--- config.mk ---
export PLATFORM = sky130hd
export DESIGN_NAME = experiment_run_scheduler_flat
export DESIGN_NICKNAME = d
export VERILOG_FILES = /design/src/rtl/experiment_run_scheduler_if.sv /design/src/rtl/experiment_run_scheduler.sv /design/src/flat_wrapper.sv
export SDC_FILE = /design/constraint.sdc
export NUM_CORES = 1
export LEC_CHECK = 0
export ABC_AREA = 0
export ABC_CLOCK_PERIOD_IN_PS = 3060
export CAP_MARGIN = 20
export CELL_PAD_IN_SITES_DETAIL_PLACEMENT = 1
export CELL_PAD_IN_SITES_GLOBAL_PLACEMENT = 1
export CORE_ASPECT_RATIO = 1.25
export CORE_MARGIN = 4
export CORE_UTILIZATION = 38
export DETAILED_ROUTE_END_ITERATION = 10
export PLACE_DENSITY = 0.86
export SETUP_SLACK_MARGIN = 0.2
export SYNTH_ARGS = -nofsm -noshare
export SYNTH_HDL_FRONTEND = slang
export SYNTH_SLANG_ARGS = --single-unit
--- constraint.sdc ---
create_clock -name clk_i -period 3.06 [get_ports clk_i]
set_input_delay 0.918 -clock clk_i [delete_from_list [all_inputs] [get_ports clk_i]]
set_output_delay 0.918 -clock clk_i [all_outputs]
set_load 0.05 [all_outputs]
--- src/rtl/experiment_run_scheduler_if.sv ---
// Command/status and experiment-FSM handshake bundle for experiment_run_scheduler.
// master = host + experiment FSM side, slave = the scheduler itself.
interface experiment_run_scheduler_if #(
    parameter int W_SHOT     = 16,
    parameter int W_INTERVAL = 32
);
    logic                  cmd_run;
    logic                  cmd_abort;
    logic [W_SHOT-1:0]     shot_count;
    logic [W_INTERVAL-1:0] interval;
    logic [3:0]            max_retries;
    logic                  fsm_busy;
    logic                  fsm_done;
    logic                  fsm_error;
    logic                  exp_start;
    logic                  running;
    logic [W_SHOT-1:0]     shots_ok;
    logic [W_SHOT-1:0]     shots_failed;
    logic                  run_done;
    logic                  fault;
    logic                  aborted;

    modport master (
        output cmd_run, cmd_abort, shot_count, interval, max_retries,
               fsm_busy, fsm_done, fsm_error,
        input  exp_start, running, shots_ok, shots_failed, run_done, fault, aborted
    );

    modport slave (
        input  cmd_run, cmd_abort, shot_count, interval, max_retries,
               fsm_busy, fsm_done, fsm_error,
        output exp_start, running, shots_ok, shots_failed, run_done, fault, aborted
    );
endinterface

--- src/rtl/experiment_run_scheduler.sv ---
// Multi-shot run sequencer: issues one exp_start pulse per shot, retries failed
// shots within a budget, counts results and reports done / fault / abort.
module experiment_run_scheduler #(
    parameter int W_SHOT      = 16,
    parameter int W_INTERVAL  = 32,
    parameter int START_LEN   = 4,
    parameter int ACK_TIMEOUT = 1024
) (
    input  logic                     clk_i,
    input  logic                     rst_ni,
    experiment_run_scheduler_if.slave bus
);
    typedef enum logic [2:0] {
        S_IDLE,
        S_START,
        S_WAIT_ACK,
        S_WAIT_SHOT,
        S_COOLDOWN,
        S_FINISH,
        S_FAULT
    } state_t;

    localparam logic [W_INTERVAL-1:0] START_LAST = W_INTERVAL'(START_LEN - 1);
    localparam logic [W_INTERVAL-1:0] ACK_LAST   = W_INTERVAL'(ACK_TIMEOUT);

    state_t                state_q, state_d;
    logic [W_INTERVAL-1:0] cnt_q, cnt_d;
    logic [W_SHOT-1:0]     shot_count_q, shot_count_d;
    logic [W_INTERVAL-1:0] interval_q, interval_d;
    logic [3:0]            max_retries_q, max_retries_d;
    logic [4:0]            retry_q, retry_d;
    logic [4:0]            retry_inc;
    logic [W_SHOT-1:0]     shots_ok_q, shots_ok_d;
    logic [W_SHOT-1:0]     shots_failed_q, shots_failed_d;
    logic                  exp_start_q, exp_start_d;
    logic                  running_q, running_d;
    logic                  run_done_q, run_done_d;
    logic                  fault_q, fault_d;
    logic                  aborted_q, aborted_d;
    logic                  in_run;

    // One extra retry bit so a budget of 15 can still be exceeded without wrapping.
    assign retry_inc = (retry_q == 5'h1F) ? retry_q : retry_q + 5'd1;
    assign in_run    = (state_q != S_IDLE) && (state_q != S_FAULT);

    always_comb begin
        state_d        = state_q;
        cnt_d          = '0;
        shot_count_d   = shot_count_q;
        interval_d     = interval_q;
        max_retries_d  = max_retries_q;
        retry_d        = retry_q;
        shots_ok_d     = shots_ok_q;
        shots_failed_d = shots_failed_q;
        exp_start_d    = 1'b0;
        run_done_d     = 1'b0;
        fault_d        = fault_q;
        aborted_d      = aborted_q;

        if (in_run && bus.cmd_abort) begin
            state_d   = S_IDLE;
            aborted_d = 1'b1;
        end else begin
            unique case (state_q)
                S_IDLE, S_FAULT: begin
                    if (bus.cmd_run && !bus.cmd_abort) begin
                        shot_count_d   = bus.shot_count;
                        interval_d     = bus.interval;
                        max_retries_d  = bus.max_retries;
                        retry_d        = '0;
                        shots_ok_d     = '0;
                        shots_failed_d = '0;
                        fault_d        = 1'b0;
                        aborted_d      = 1'b0;
                        if (bus.shot_count == '0) begin
                            state_d = S_FINISH;
                        end else begin
                            state_d     = S_START;
                            exp_start_d = 1'b1;
                        end
                    end
                end
                S_START: begin
                    if (cnt_q == START_LAST) begin
                        state_d = S_WAIT_ACK;
                    end else begin
                        exp_start_d = 1'b1;
                        cnt_d       = cnt_q + 1'b1;
                    end
                end
                S_WAIT_ACK: begin
                    // Busy on the final count still counts as an acknowledge.
                    if (bus.fsm_busy) begin
                        state_d = S_WAIT_SHOT;
                    end else if (cnt_q == ACK_LAST) begin
                        state_d = S_FAULT;
                        fault_d = 1'b1;
                    end else begin
                        cnt_d = cnt_q + 1'b1;
                    end
                end
                S_WAIT_SHOT: begin
                    if (bus.fsm_error) begin
                        if (shots_failed_q != '1) shots_failed_d = shots_failed_q + 1'b1;
                        retry_d = retry_inc;
                        if (retry_inc > {1'b0, max_retries_q}) begin
                            state_d = S_FAULT;
                            fault_d = 1'b1;
                        end else begin
                            state_d = S_COOLDOWN;
                        end
                    end else if (bus.fsm_done) begin
                        if (shots_ok_q != '1) shots_ok_d = shots_ok_q + 1'b1;
                        retry_d = '0;
                        state_d = S_COOLDOWN;
                    end
                end
                S_COOLDOWN: begin
                    if (cnt_q >= interval_q) begin
                        if (shots_ok_q == shot_count_q) begin
                            state_d = S_FINISH;
                        end else begin
                            state_d     = S_START;
                            exp_start_d = 1'b1;
                        end
                    end else begin
                        cnt_d = cnt_q + 1'b1;
                    end
                end
                S_FINISH: begin
                    run_done_d = 1'b1;
                    state_d    = S_IDLE;
                end
                default: state_d = S_IDLE;
            endcase
        end

        running_d = (state_d != S_IDLE) && (state_d != S_FAULT);
    end

    always_ff @(posedge clk_i or negedge rst_ni) begin
        if (!rst_ni) begin
            state_q        <= S_IDLE;
            cnt_q          <= '0;
            shot_count_q   <= '0;
            interval_q     <= '0;
            max_retries_q  <= '0;
            retry_q        <= '0;
            shots_ok_q     <= '0;
            shots_failed_q <= '0;
            exp_start_q    <= 1'b0;
            running_q      <= 1'b0;
            run_done_q     <= 1'b0;
            fault_q        <= 1'b0;
            aborted_q      <= 1'b0;
        end else begin
            state_q        <= state_d;
            cnt_q          <= cnt_d;
            shot_count_q   <= shot_count_d;
            interval_q     <= interval_d;
            max_retries_q  <= max_retries_d;
            retry_q        <= retry_d;
            shots_ok_q     <= shots_ok_d;
            shots_failed_q <= shots_failed_d;
            exp_start_q    <= exp_start_d;
            running_q      <= running_d;
            run_done_q     <= run_done_d;
            fault_q        <= fault_d;
            aborted_q      <= aborted_d;
        end
    end

    assign bus.exp_start    = exp_start_q;
    assign bus.running      = running_q;
    assign bus.shots_ok     = shots_ok_q;
    assign bus.shots_failed = shots_failed_q;
    assign bus.run_done     = run_done_q;
    assign bus.fault        = fault_q;
    assign bus.aborted      = aborted_q;
endmodule
--- src/flat_wrapper.sv ---
// flat-port wrapper written by rule: the top's interface ports become plain ports
module experiment_run_scheduler_flat 
#(
    parameter int W_SHOT      = 16,
    parameter int W_INTERVAL  = 32,
    parameter int START_LEN   = 4,
    parameter int ACK_TIMEOUT = 1024
)
  (clk_i, rst_ni, bus_cmd_run, bus_cmd_abort, bus_shot_count, bus_interval, bus_max_retries, bus_fsm_busy, bus_fsm_done, bus_fsm_error, bus_exp_start, bus_running, bus_shots_ok, bus_shots_failed, bus_run_done, bus_fault, bus_aborted);
  experiment_run_scheduler_if #(.W_SHOT(W_SHOT), .W_INTERVAL(W_INTERVAL)) bus_i ();
  input  logic clk_i;
  input  logic rst_ni;
  input wire logic [$bits(bus_i.cmd_run)-1:0] bus_cmd_run;
  input wire logic [$bits(bus_i.cmd_abort)-1:0] bus_cmd_abort;
  input wire logic [$bits(bus_i.shot_count)-1:0] bus_shot_count;
  input wire logic [$bits(bus_i.interval)-1:0] bus_interval;
  input wire logic [$bits(bus_i.max_retries)-1:0] bus_max_retries;
  input wire logic [$bits(bus_i.fsm_busy)-1:0] bus_fsm_busy;
  input wire logic [$bits(bus_i.fsm_done)-1:0] bus_fsm_done;
  input wire logic [$bits(bus_i.fsm_error)-1:0] bus_fsm_error;
  output wire logic [$bits(bus_i.exp_start)-1:0] bus_exp_start;
  output wire logic [$bits(bus_i.running)-1:0] bus_running;
  output wire logic [$bits(bus_i.shots_ok)-1:0] bus_shots_ok;
  output wire logic [$bits(bus_i.shots_failed)-1:0] bus_shots_failed;
  output wire logic [$bits(bus_i.run_done)-1:0] bus_run_done;
  output wire logic [$bits(bus_i.fault)-1:0] bus_fault;
  output wire logic [$bits(bus_i.aborted)-1:0] bus_aborted;
  assign bus_i.cmd_run = bus_cmd_run;
  assign bus_i.cmd_abort = bus_cmd_abort;
  assign bus_i.shot_count = bus_shot_count;
  assign bus_i.interval = bus_interval;
  assign bus_i.max_retries = bus_max_retries;
  assign bus_i.fsm_busy = bus_fsm_busy;
  assign bus_i.fsm_done = bus_fsm_done;
  assign bus_i.fsm_error = bus_fsm_error;
  assign bus_exp_start = bus_i.exp_start;
  assign bus_running = bus_i.running;
  assign bus_shots_ok = bus_i.shots_ok;
  assign bus_shots_failed = bus_i.shots_failed;
  assign bus_run_done = bus_i.run_done;
  assign bus_fault = bus_i.fault;
  assign bus_aborted = bus_i.aborted;
  experiment_run_scheduler #(.W_SHOT(W_SHOT), .W_INTERVAL(W_INTERVAL), .START_LEN(START_LEN), .ACK_TIMEOUT(ACK_TIMEOUT)) u_core (.clk_i(clk_i), .rst_ni(rst_ni), .bus(bus_i));
endmodule
# Word-level counts from Yosys, hierarchy flattened
# Index checks and enable logic that the tools add are counted.
# totals
wordCells,112
regBits,129
# op_classes
n_mux,48
addsub,4
n_eq_ne,24
reduce_logical,20
n_lt_le_gt_ge,2
n_bitwise,1
# ops
cell,count
$mux 32,5
$mux 16,6
$pmux 32 s3,1
$pmux 16 s2,2
$add 16x1->16 const B,2
$add 32x1->32 const B,1
$eq 32x11->1 const B,1
$eq 32x2->1 const B,1
$ge 32x32->1,1
$ne 16x16->1 const B,2
$mux 3,10
$mux 5,4
$eq 16x16->1,1
$logic_not 16->1,1
$mux 1,15
$pmux 3 s5,1
$ne 2x1->1 const B,5
$pmux 5 s2,1
$eq 3x3->1 const B,3
$ne 3x3->1 const B,3
$reduce_bool 3->1,3
$ne 2x2->1 const B,4
$reduce_and 7->1,1
$eq 3x2->1 const B,2
other kinds (17),23

# Logic depth before layout (Yosys ltp)
# logic_depth
ltp_word,9
mapped_depth,11
mapped_depth_nobuf,11

# Worst setup path after synthesis
# No wires, ideal clock.
# synth_timing
path_type,flip-flop to flip-flop
from,register u_core.retry_q[0]
to,register u_core.running_q (netlist: u_core.bus.running)
path_stages_with_launch,12
setup_ps,88
path_buffers,0
path_slack_ps,225
synth_period_minus_slack_ps,2835
required_time_ps,2972
arrival_time_ps,2747
cell_sequence,dfrtp_1 -> ha_1 -> and3_1 -> nand2_1 -> mux2_2 -> ha_1 -> nor2b_1 -> o31ai_1 -> a211oi_1 -> a311oi_1 -> o21ai_0 -> a41oi_1
# synth_between
elab_chain_len,9
word_cells_on_any_way,11
classes_between,add/sub: 1; order compare: 1; eq/ne: 2; mux: 5; reduce/logical: 2
# synth_lines
element,line_no,source
"start, declared",experiment_run_scheduler.sv:31,"logic [4:0] retry_q, retry_d;"
"start signal, assigned",experiment_run_scheduler.sv:162,retry_q <= retry_d;
$add 5x1->5 or $eq 5x5->1 (tied branches),experiment_run_scheduler.sv:43,assign retry_inc = (retry_q == 5'h1F) ? retry_q : retry_q + 5'd1;
$mux 5 *,experiment_run_scheduler.sv:43,
$gt 5x4->1 *,experiment_run_scheduler.sv:106,"if (retry_inc > {1'b0, max_retries_q}) begin"
$mux 2 *,experiment_run_scheduler.sv:106,
$mux 3 *,experiment_run_scheduler.sv:103,if (bus.fsm_error) begin
$pmux 3 s5 *,experiment_run_scheduler.sv:64,unique case (state_q)
$mux 3 *,experiment_run_scheduler.sv:60,if (in_run && bus.cmd_abort) begin
$ne 3x3->1 or $reduce_bool 3->1 (tied branches),experiment_run_scheduler.sv:138,running_d = (state_d != S_IDLE) && (state_d != S_FAULT);
$logic_and 1x1->1 *,experiment_run_scheduler.sv:138,
net u_core.running_d,experiment_run_scheduler.sv:36,"logic running_q, running_d;"
"end signal, assigned",experiment_run_scheduler.sv:166,running_q <= running_d;
"end, declared",experiment_run_scheduler.sv:36,
# The timed path passes the listed nets; every way through them passes the cells marked *.
# A chain may end at the register's enable or synchronous reset.

# Worst setup path in the final report
# Same ends and word-level chain as after synthesis.

==> run_results.csv <==
group,metric,value,unit
detailed_routing,totalWireLength,19600,um
die,io_pins,96,
pwr,power.density,640,nW/um^2
logic_synthesis,syn_area,7160,sq um
clock_network,clkTransAtPathRegs,60,ps
clock_network,h-tree-depth,4,
final_layout,n_antenna_cell,0,
timing,hold_viol_final,0,
worst_hold_path,hp-class,"primary input to asynchronous set/reset pin",
pwr,power_leakage,4.00,nW
timing,worstMarginPinSlew,715,ps
logic_synthesis,synth_flop_cell,"dfrtp_1",
place,gp_congestion,0.811,
logic_synthesis,synth_nets,878,
final_layout,nets,988,
pwr,power.share.combinational,26.4,%
logic_synthesis,synth_top_area_share,45.1,%
die,dieArea,21100,sq um
logic_synthesis,synth_seq_cells,129,
detailed_routing,firstDrtPassIters,4,
global_route,grt_use_total,19.3,%
pwr,p_sw_share,33.0,%
logic_synthesis,synth_top_cell_by_area,"dfrtp_1",
final_layout,nFillCells,2101,
timing,rsz0062_at_grt,"yes",
worst_setup_path,crit_required,3390,ps
logic_synthesis,post_synth.cell_area_avg,9.21,sq um
timing,fmax,0.351,GHz
timing,setup_tns,0,ps
worst_setup_path,start_kind,"flop",
detailed_routing,vias,5999,
clock_network,cts_sinks,129,
logic_synthesis,synth_edf_count,0,
global_route,antenna_found_initial,0,
place,numPortBuffers,95,
pwr,clockPowerShare,33.9,%
global_route,grt_pass1_vias,6696,
timing,relSlewSlack,51.9,%
timing,timing.hold.ws,320,ps
final_layout,utilization,49.5,%
pwr,p_sw,1.91,mW
clock_network,clock_latency,420,ps
final_layout,fin_cells,1129,
die,die_x,131,um
worst_setup_path,cp_max_fo,4,
die,die_h,162,um
die,rows,55,
place,hpwl,13800,um
pwr,p_int,3.88,mW
die,core,18300,sq um
final_layout,syn2layout_area_growth,26.5,%
timing,finalSetupViolCount,0,
timing,drv_slew,0,
worst_setup_path,crit_arrival,3180,ps
clock_network,cts_buffers,17,
timing,period_share,93.0,%
timing,skew,8.15,ps
logic_synthesis,synth_area_leaders,"dfrtp_1, nand2_1, ha_1",
global_route,grt_max_degree,121,
global_route,grt.overflow.total,0,
logic_synthesis,async_reset_ff_share,100,%
pwr,finalPower,5.80,mW
pwr,max-vdd-ir-drop,0.519,mV
detailed_routing,drt-wirelength-per-cell,17.4,um
logic_synthesis,synth_cell_types,60,
logic_synthesis,ys_warn_count,0,
logic_synthesis,syn_inst,778,
place,dp.cells,1094,
clock_network,clock-root-buffer,"clkbuf_16",
die,start_util,39.1,%
final_layout,multi_input_area,3670,sq um
worst_setup_path,crit_type,"flop to flop",
detailed_routing,vias_per_cell,5.31,
detailed_routing,drtIter0Drc,349,
detailed_routing,drc_errors,0,
detailed_routing,postRouteAntennaNets,0,
final_layout,drive_gt1_share,8.77,%
logic_synthesis,synth-seq-area-share,45.1,%
final_layout,final-seq-area,3230,sq um
worst_setup_path,setup.worst_path.end_class,"flop",
pwr,p_seq_share,39.7,%
global_route,grt_pass1_wl,32800,um
run,cap_violations,0,
clock_network,cts_buffer_depth,2,
clock_network,tritoncts,"done",
timing,period_minus_slack,2850,ps
status,outcome,"complete, no violations",
through the flow:
stage	worst slack [ps]	instance area, sq um
after global routing	53.3	9060
after detailed placement	88.6	8440
after CTS	207	9020
after global placement	113	8440
final	213	9060
after floorplan	225	7160
worst max-delay path, cell delays in order, from the launching register on:
cell and delay, ps:
dfrtp_1 380, ha_2 200, and3_2 250, nand2_1 100
mux2_2 350, ha_1 290, nor2b_1 140, o31ai_2 270
a211oi_2 120, a311oi_2 360, o21ai_1 120, a41oi_1 180
worst paths after layout:
| check | to | slack, ps | depth (start not counted) | start |
|---|---|---|---|---|
| max | u_core.bus.running$_DFF_PN0_ | 210 | 11 | u_core.retry_q[0]$_DFFE_PN0P_ |
| min | u_core.bus.shots_ok[6]$_DFFE_PN0P_ | 320 | 1 | rst_ni |
| max reg2reg | u_core.bus.running$_DFF_PN0_ | 210 | 11 | u_core.retry_q[0]$_DFFE_PN0P_ |
| min reg2reg | u_core.interval_q[0]$_DFFE_PN0P_ | 490 | 2 | u_core.interval_q[0]$_DFFE_PN0P_ |
| max in group asynchronous | u_core.cnt_q[23]$_DFF_PN0_ | 1860 | 2 | rst_ni |
| min in group clk_i | u_core.interval_q[0]$_DFFE_PN0P_ | 490 | 2 | u_core.interval_q[0]$_DFFE_PN0P_ |
sequential cells by signal (all words and copies together) (netlist names):
| register | flops |
|---|---|
| u_core.bus.aborted | 1 |
| u_core.state_q | 3 |
| u_core.interval_q | 32 |
| u_core.bus.exp_start | 1 |
| u_core.bus.run_done | 1 |
| u_core.bus.shots_ok | 16 |
| u_core.bus.fault | 1 |
| u_core.bus.running | 1 |
| u_core.cnt_q | 32 |
| u_core.bus.shots_failed | 16 |
| u_core.retry_q | 5 |
| u_core.shot_count_q | 16 |
| u_core.max_retries_q | 4 |
per-layer routing:
layer,global-route usage [%],up-vias,routed length [um]
met3,3.94,26,645
met1,22.7,2984,8220
li1,-,2891,-
met4,5.61,0,341
met2,35.2,98,10400
met5,0,-,0
what timing repair did:
item	CTS	global route
endpoints found under the hold margin	0	0
hold buffers	0	0
pin swaps	1	3
buffers inserted	0	3
setup endpoints to repair	1	25
resized for setup	1	6
cells in the final DEF, fill, tap and decap left out, drive strengths merged, types with 2 or more instances in the layout:
master,instances
nand2,141
dfrtp,129
clkdlybuf4s50,94
nor2,85
o21ai,49
inv,46
xnor2,41
ha,41
xor2,34
nand3,25
nand4,25
buf,21
a21oi,19
clkbuf,17
nor4,14
and3,13
nor3,12
and4,10
a211oi,8
clkinv,8
nor2b,6
a2111oi,6
nand2b,5
clkinvlp,5
o21a,5
mux2,4
mux2i,4
o31ai,4
or3,4
a221oi,3
a311oi,3
a21o,2
a32o,2
bufinv,2
synthesized netlist by cell type (4+ instances only):
library cell	number
a211oi_1	8
a21oi_1	18
and3_1	13
and4_1	10
buf_2	4
clkbuf_1	12
dfrtp_1	129
ha_1	41
inv_1	46
mux2_2	4
mux2i_1	4
nand2_1	141
nand2b_1	5
nand3_1	25
nand4_1	24
nor2_1	84
nor2b_1	6
nor3_1	11
nor4_1	12
o21a_1	4
o21ai_0	47
o31ai_1	4
xnor2_1	41
xor2_1	33
power by group through the flow:
stage,registers [mW],logic (mW),clock network (mW)
after floorplan,2.31,0.984,0
after global placement,2.31,1.43,0
after detailed placement,2.33,1.49,0
after CTS,2.31,1.53,2.00
after global routing,2.35,1.75,2.08
final,2.30,1.53,1.96
cell type report:
cell class,count,area share (%)
sequential,129,35.6
tap,228,3.15
clock inverter,15,1.60
multi-input combinational,579,40.5
clock buffer,17,4.69
inverter,46,1.91
timing repair buffer,115,12.5
kinds of logic (layout without fill, tap and decap cells):
| family | after synthesis | count (layout) | share of synthesized area, % |
|---|---|---|---|
| AND/OR/NAND/NOR | 346 | 346 | 23.1 |
| flip-flops | 129 | 129 | 45.1 |
| AO/OA/AOI/OAI | 109 | 109 | 10.0 |
| XOR/XNOR | 75 | 75 | 9.27 |
| buffers and inverters | 70 | 193 | 4.21 |
| adder cells (fa/ha/maj) | 41 | 41 | 7.16 |
| multiplexers | 8 | 8 | 1.19 |
Note: power is estimated with default switching activity, not from simulation.
